**config.mk**
```make
export PLATFORM = sky130hd
export DESIGN_NAME = mem_stage
export DESIGN_NICKNAME = d
export VERILOG_FILES = /design/src/rtl/mem_stage.sv
export SDC_FILE = /design/constraint.sdc
export NUM_CORES = 1
export LEC_CHECK = 0
export ABC_AREA = 1
export CELL_PAD_IN_SITES_DETAIL_PLACEMENT = 0
export CELL_PAD_IN_SITES_GLOBAL_PLACEMENT = 1
export CORE_ASPECT_RATIO = 0.75
export CORE_MARGIN = 4
export CORE_UTILIZATION = 25
export CTS_BUF_LIST = sky130_fd_sc_hd__clkbuf_2 sky130_fd_sc_hd__clkbuf_4 sky130_fd_sc_hd__clkbuf_8
export DETAILED_ROUTE_END_ITERATION = 12
export HOLD_SLACK_MARGIN = 0.15
export PLACE_DENSITY_LB_ADDON = 0.1
export SYNTH_ARGS = -nofsm -noshare
export SYNTH_HDL_FRONTEND = slang
export SYNTH_SLANG_ARGS = --single-unit
```
**constraint.sdc**
```tcl
create_clock -name clk -period 3.44 [get_ports clk]
set_input_delay 0.688 -clock clk [delete_from_list [all_inputs] [get_ports clk]]
set_output_delay 0.688 -clock clk [all_outputs]
set_load 0.05 [all_outputs]
```
**src/rtl/mem_stage.sv**
```systemverilog
// rtl/mem_stage.sv - MEM pipeline stage: DC->MEM register, load response wait/hold, load extension.
// Optional stall-cycle counter port enabled by defining MEM_STALL_CNT_EN.
module mem_stage (
    input  logic        clk,
    input  logic        rst,
    input  logic [5:0]  stall,
    input  logic [77:0] dc_to_mem_bus,
    input  logic [31:0] data_sram_rdata,
    input  logic        data_ok,
    output logic [69:0] mem_to_wb_bus,
    output logic [37:0] mem_to_rf_bus,
    output logic        stallreq_for_mem
`ifdef MEM_STALL_CNT_EN
    ,
    output logic [31:0] mem_stall_cycles
`endif
);

    typedef enum logic {S_IDLE, S_HOLD} state_t;

    state_t      r_state;
    logic [77:0] r_bus;
    logic [31:0] r_rdata_buf;

    logic [31:0] w_ex_result;
    logic [4:0]  w_rf_waddr;
    logic        w_rf_we;
    logic [2:0]  w_load_op;
    logic        w_ram_en;
    logic [3:0]  w_ram_wen;
    logic [31:0] w_pc;
    logic        w_is_load;
    logic        w_bubble;
    logic        w_rewrite;
    logic [31:0] w_raw;
    logic [7:0]  w_byte;
    logic [15:0] w_half;
    logic [31:0] w_load_data;
    logic [31:0] w_rf_wdata;
    logic        w_stall_unused;

    assign w_ex_result = r_bus[31:0];
    assign w_rf_waddr  = r_bus[36:32];
    assign w_rf_we     = r_bus[37];
    assign w_load_op   = r_bus[40:38];
    assign w_ram_en    = r_bus[41];
    assign w_ram_wen   = r_bus[45:42];
    assign w_pc        = r_bus[77:46];

    assign w_is_load      = w_ram_en & (w_ram_wen == 4'd0);
    assign w_bubble       = stall[4] & ~stall[5];
    assign w_rewrite      = ~stall[4] | ~stall[5];
    assign w_stall_unused = ^stall[3:0];

    always_ff @(posedge clk or posedge rst) begin
        if (rst) begin
            r_bus <= 78'd0;
        end else if (w_bubble) begin
            r_bus <= 78'd0;
        end else if (!stall[4]) begin
            r_bus <= dc_to_mem_bus;
        end
    end

    // A response arriving while this stage is frozen must be parked, since the
    // memory will not repeat it once the stall lifts.
    always_ff @(posedge clk or posedge rst) begin
        if (rst) begin
            r_state     <= S_IDLE;
            r_rdata_buf <= 32'd0;
        end else begin
            case (r_state)
                S_IDLE: begin
                    if (w_is_load && data_ok && stall[4]) begin
                        r_state     <= S_HOLD;
                        r_rdata_buf <= data_sram_rdata;
                    end
                end
                S_HOLD: begin
                    if (w_rewrite) begin
                        r_state <= S_IDLE;
                    end
                end
                default: r_state <= S_IDLE;
            endcase
        end
    end

    assign stallreq_for_mem = w_is_load & (r_state != S_HOLD) & ~data_ok;

    assign w_raw  = (r_state == S_HOLD) ? r_rdata_buf : data_sram_rdata;
    assign w_half = w_ex_result[1] ? w_raw[31:16] : w_raw[15:0];

    always_comb begin
        w_byte = w_raw[7:0];
        case (w_ex_result[1:0])
            2'd1:    w_byte = w_raw[15:8];
            2'd2:    w_byte = w_raw[23:16];
            2'd3:    w_byte = w_raw[31:24];
            default: w_byte = w_raw[7:0];
        endcase
    end

    always_comb begin
        w_load_data = w_raw;
        case (w_load_op)
            3'd0:    w_load_data = {{24{w_byte[7]}}, w_byte};
            3'd1:    w_load_data = {24'd0, w_byte};
            3'd2:    w_load_data = {{16{w_half[15]}}, w_half};
            3'd3:    w_load_data = {16'd0, w_half};
            default: w_load_data = w_raw;
        endcase
    end

    assign w_rf_wdata    = w_is_load ? w_load_data : w_ex_result;
    assign mem_to_wb_bus = {w_pc, w_rf_we, w_rf_waddr, w_rf_wdata};
    assign mem_to_rf_bus = {w_rf_we, w_rf_waddr, w_rf_wdata};

`ifdef MEM_STALL_CNT_EN
    logic [31:0] r_stall_cnt;

    always_ff @(posedge clk or posedge rst) begin
        if (rst) begin
            r_stall_cnt <= 32'd0;
        end else if (stallreq_for_mem) begin
            r_stall_cnt <= r_stall_cnt + 32'd1;
        end
    end

    assign mem_stall_cycles = r_stall_cnt;
`endif

endmodule
```
# ---- Yosys cells after proc, flatten, opt, wreduce, memory -nomap -nowiden
# Cells that the tools add are included.
dict set report totals {
  regBits 111
  inputBits 119
  out_inout_bits 109
  wordCells 34
}
dict set report op_classes {
  eq_ne 7
  n_mux 10
  bitwise 9
  n_reduce_logical 5
}
# cell count
set op_table {}
lappend op_table {{78-bit two-way mux} 2}
lappend op_table {{32-bit one-hot mux with 4 select lines} 1}
lappend op_table {{32-bit two-way mux} 2}
lappend op_table {{8-bit one-hot mux with 3 select lines} 1}
lappend op_table {{16-bit two-way mux} 1}
lappend op_table {{3-bit by 2-bit equality test with 1-bit output, second input constant} 2}
lappend op_table {{1-bit AND} 4}
lappend op_table {{2-bit equality test, second input constant} 2}
lappend op_table {{4-bit logical NOT} 1}
lappend op_table {{1-bit inverter} 4}
lappend op_table {{3-bit by 1-bit equality test with 1-bit output, second input constant} 1}
lappend op_table {{3-bit logical NOT} 1}
lappend op_table {{2-bit by 1-bit equality test with 1-bit output, second input constant} 1}
lappend op_table {{1-bit logical AND} 2}
lappend op_table {{1-bit two-way mux} 2}
lappend op_table {{2-bit by 1-bit != test with 1-bit output, second input constant} 1}
lappend op_table {{1-bit one-hot mux with 2 select lines} 1}
lappend op_table {{2-bit AND reduction} 1}
lappend op_table {{1-bit bitwise OR} 1}

# ---- Depth between registers and ports, before layout
dict set report logic_depth {
  ltp_word 6
  mapped_depth 13
}

# ---- Worst setup path after synthesis
# Ideal clock, no wire load.
dict set report synth_timing {
  path_type {in2out}
  startpoint {input port data_sram_rdata[8]}
  endpoint {output port mem_to_wb_bus[0]}
  arrival_time_ns 2.505
  slack_ns 0.247
  cell_stages 7
  n_path_buf 1
  cell_sequence {inv_1 -> nand2_1 -> o21ai_0 -> nand2_1 -> nand2_1 -> o21ai_0 -> buf_4}
}
dict set report synth_via {
  elab_chain_cells 4
}
# element line
set synth_lines {}
lappend synth_lines {{start: declaration} 8} ;# input logic [31:0] data_sram_rdata,
lappend synth_lines {{32-bit two-way mux} 91} ;# assign w_raw = (r_state == S_HOLD) ? r_rdata_buf : data_sram_rdata;
lappend synth_lines {{8-bit one-hot mux with 3 select lines} 96} ;# case (w_ex_result[1:0])
lappend synth_lines {{32-bit one-hot mux with 4 select lines} 106} ;# case (w_load_op)
lappend synth_lines {{32-bit two-way mux} 115} ;# assign w_rf_wdata = w_is_load ? w_load_data : w_ex_result;
lappend synth_lines {{end: declaration} 10} ;# output logic [69:0] mem_to_wb_bus,
# No other way between the ends.

# ---- Worst setup path in the final report
dict set report layout_timing {
  startpoint {input port data_sram_rdata[23]}
  endpoint {output port mem_to_rf_bus[15]}
}
dict set report layout_via {
  elab_chain_cells 4
}
# element line
set layout_lines {}
lappend layout_lines {{32-bit two-way mux} 91}
lappend layout_lines {{8-bit one-hot mux with 3 select lines} 96}
lappend layout_lines {{32-bit one-hot mux with 4 select lines} 106}
lappend layout_lines {{32-bit two-way mux} 115}
lappend layout_lines {{end: declaration} 11} ;# output logic [37:0] mem_to_rf_bus,
# No other way between the ends.

==> metrics.cfg <==
[layout]
n_fill_cell=2656
register_area_um2=2780
syn_to_final_growth_pct=46.0
fin_util=0.374
n_antenna_cell=0
multi_input_area_um2=2180
drive_above_1_share=0.121
fin_area_um2=9430
finalNetCount=1142

[logic_synthesis]
ys_warn_count=0
netlist_area_um2=6460
synth-seq-cells=111
synth_seq_area_share=0.430
synth_area_leaders=dfrtp_1 43%, inv_1 11%, nand2_1 9.5%
synth_nets=1003
synth.distinct_cells=26
yosysTopAreaCellShare=0.430
netlist_instances=884
yosys.area.top_type=dfrtp_1
synth_area_per_cell_um2=7.31

[pwr]
sequentialPowerShare=0.390
p_int_mw=2.48
power_switching_share=0.375
combPwrFrac=0.395
vdd_drop_max_v=0.000190
p_leak_nw=4.71
power_density_nw_per_um2=421
p_switching_mw=1.49
power.share.clock=0.215

[global_route]
grt_pass1_wl_um=34400
first_global_vias=5684
grt_max_degree=112
antenna_found_initial=1
grt_remaining_overflow=0
grt_usage=0.153

[clocking]
cts-root-buf=clkbuf_8
cts.htree.levels=3
cts.clk_slew.worst_paths_ns=0.10
cts.sinks=111
cts_hold_buf=0
clock_latency_ns=0.39
numCtsBuffers=9
cts_tree=built
clockBufferDepth=2

[placement]
gp_congestion=0.844
dp_hpwl_um=16300
postPlaceCellArea_um2=9220
io_buffers=223

[setup_path]
crit-reg2reg-launch=r_bus[44]
worst_setup_path_end_kind=primary output
crit_type=input port to primary output
cp-start-kind=input port
worstSetupStartpoint=data_sram_rdata[23]
worstPathRequired_ns=2.75
crit_path_end=mem_to_rf_bus[15]
r2r_cells=8
ff2ff_setup_slack_ns=1.19
worstPathMaxFanout=17
cp.arrival_ns=2.54
reg2reg_to=r_rdata_buf[12]

[sta]
rsz0062_at_grt=no
worst_pin_slew_ns=0.835
final.setup.tns_ns=0
skew_ns=0.0129
holdWs_ns=0.497
relSlewSlack=0.437
hold_viol=0
setup_violations=0
fin_crit_sh=0.939
max_freq_ghz=0.310
min_period_ns=3.23
slew_viol_final=0

[route]
route.detailed.drc=0
avgViaCountPerCell=4.18
ant_nets=0
wl_um=21900
drt_first_pass_iters=4
drtIter0Drc=337
detail_route.wl_per_cell_um=16.0
vias=5713

[status]
status=completed

[die]
die_w_um=194
fp.dieH_um=147
start_util=0.256
row_count=50
pin_count=228
die_area_um2=28500
core_um2=25200

[job]
max_cap_viol_count=0

[worst_hold_path]
hold_path_class=flop to flop

[logic make-up after synthesis]
kind of cell           share of synthesized area
and+or+nand+nor                            0.182
AOI/OAI and AO/OA                          0.154
DFF                                        0.430
buffers and inverters                      0.234
[worst min-delay path by stage]
stage	from	end	slack [ns]	depth (start not counted)
detailed placement	r_rdata_buf[15]	r_rdata_buf[15]	0.47	2
global placement	r_rdata_buf[19]	r_rdata_buf[19]	0.47	2
global route	r_rdata_buf[15]	r_rdata_buf[15]	0.51	2
finish	r_rdata_buf[11]	r_rdata_buf[11]	0.50	2
floorplan	r_rdata_buf[18]	r_rdata_buf[18]	0.45	2
CTS	r_rdata_buf[15]	r_rdata_buf[15]	0.50	2
[critical path: stages]
cell and delay (ns):
clkdlybuf4s50_1 0.50, nand2_1 0.06, nand2_1 0.21, nand2_1 0.08, nand2_1 0.07, inv_2 0.04, nand2_2 0.08, nand3_4 0.14
buf_12 0.19, nand3_1 0.09, nand2_1 0.07, inv_1 0.17, buf_12 0.17
[synthesized netlist by cell type (all sizes together)]
library cell  instances
inv                 186
nand2               164
dfrtp               111
o21ai               106
buf                 103
nand3                70
o22ai                38
nor2                 35
a21oi                30
clkbuf               23
o221ai                5
nand4                 4
nor3                  4
a31oi                 2
o211ai                2
o31ai                 1
[power groups by stage]
| stage | Clock [mW] | Sequential [mW] | Combinational (mW) |
|---|---|---|---|
| global placement | 0 | 1.57 | 1.58 |
| CTS | 0.911 | 1.55 | 1.59 |
| detailed placement | 0 | 1.58 | 1.58 |
| floorplan | 0 | 1.56 | 0.947 |
| global route | 0.964 | 1.57 | 1.68 |
| finish | 0.853 | 1.55 | 1.57 |
[placed cells by master (no fill, tap or decap), types with 2 or more instances in the layout]
| cell | count |
|---|---|
| nor2_1 | 34 |
| clkbuf_8 | 9 |
| nor3_1 | 3 |
| o221ai_1 | 5 |
| o211ai_1 | 2 |
| o22ai_1 | 38 |
| buf_4 | 29 |
| nand3_1 | 69 |
| a21oi_1 | 30 |
| nand4_1 | 3 |
| nand2_1 | 163 |
| o21ai_0 | 89 |
| a31oi_1 | 2 |
| inv_1 | 181 |
| inv_6 | 2 |
| inv_2 | 4 |
| clkdlybuf4s50_1 | 156 |
| dfrtp_1 | 111 |
| clkinv_2 | 2 |
| o21ai_1 | 17 |
| buf_12 | 68 |
[flip-flops by register name (all words and copies together) (netlist names)]
register / count
r_bus: 78
r_rdata_buf: 32
r_state: 1
[stage by stage]
| step | instances | total power, mW | setup WS (ns) |
|---|---|---|---|
| floorplan | 884 | 2.50 | 0.247 |
| global placement | 1350 | 3.15 | 0.0868 |
| detailed placement | 1350 | 3.16 | 0.0941 |
| CTS | 1366 | 4.05 | 0.0721 |
| global route | 1366 | 4.22 | 0.0442 |
| finish | 1366 | 3.97 | 0.209 |
[repair_timing]
item                                    CTS  global route
setup buffers                             0             0
gates resized for setup                   0             1
endpoints found under the setup margin    0            30
[routing by layer]
layer,part of all wire,GRT usage
met5,0.00059,0
met3,0.068,0.0486
met2,0.40,0.206
met4,0.0074,0.0265
met1,0.53,0.237
[area by class of cell]
class | count | share of cell area
Sequential cell | 111 | 0.295
Inverter | 186 | 0.0744
Clock buffer | 9 | 0.0131
Clock inverter | 7 | 0.00822
Timing Repair Buffer | 254 | 0.334
Multi-Input combinational cell | 461 | 0.231
Tap cell | 338 | 0.0448
No activity file was read; power rests on OpenSTA's default activity.
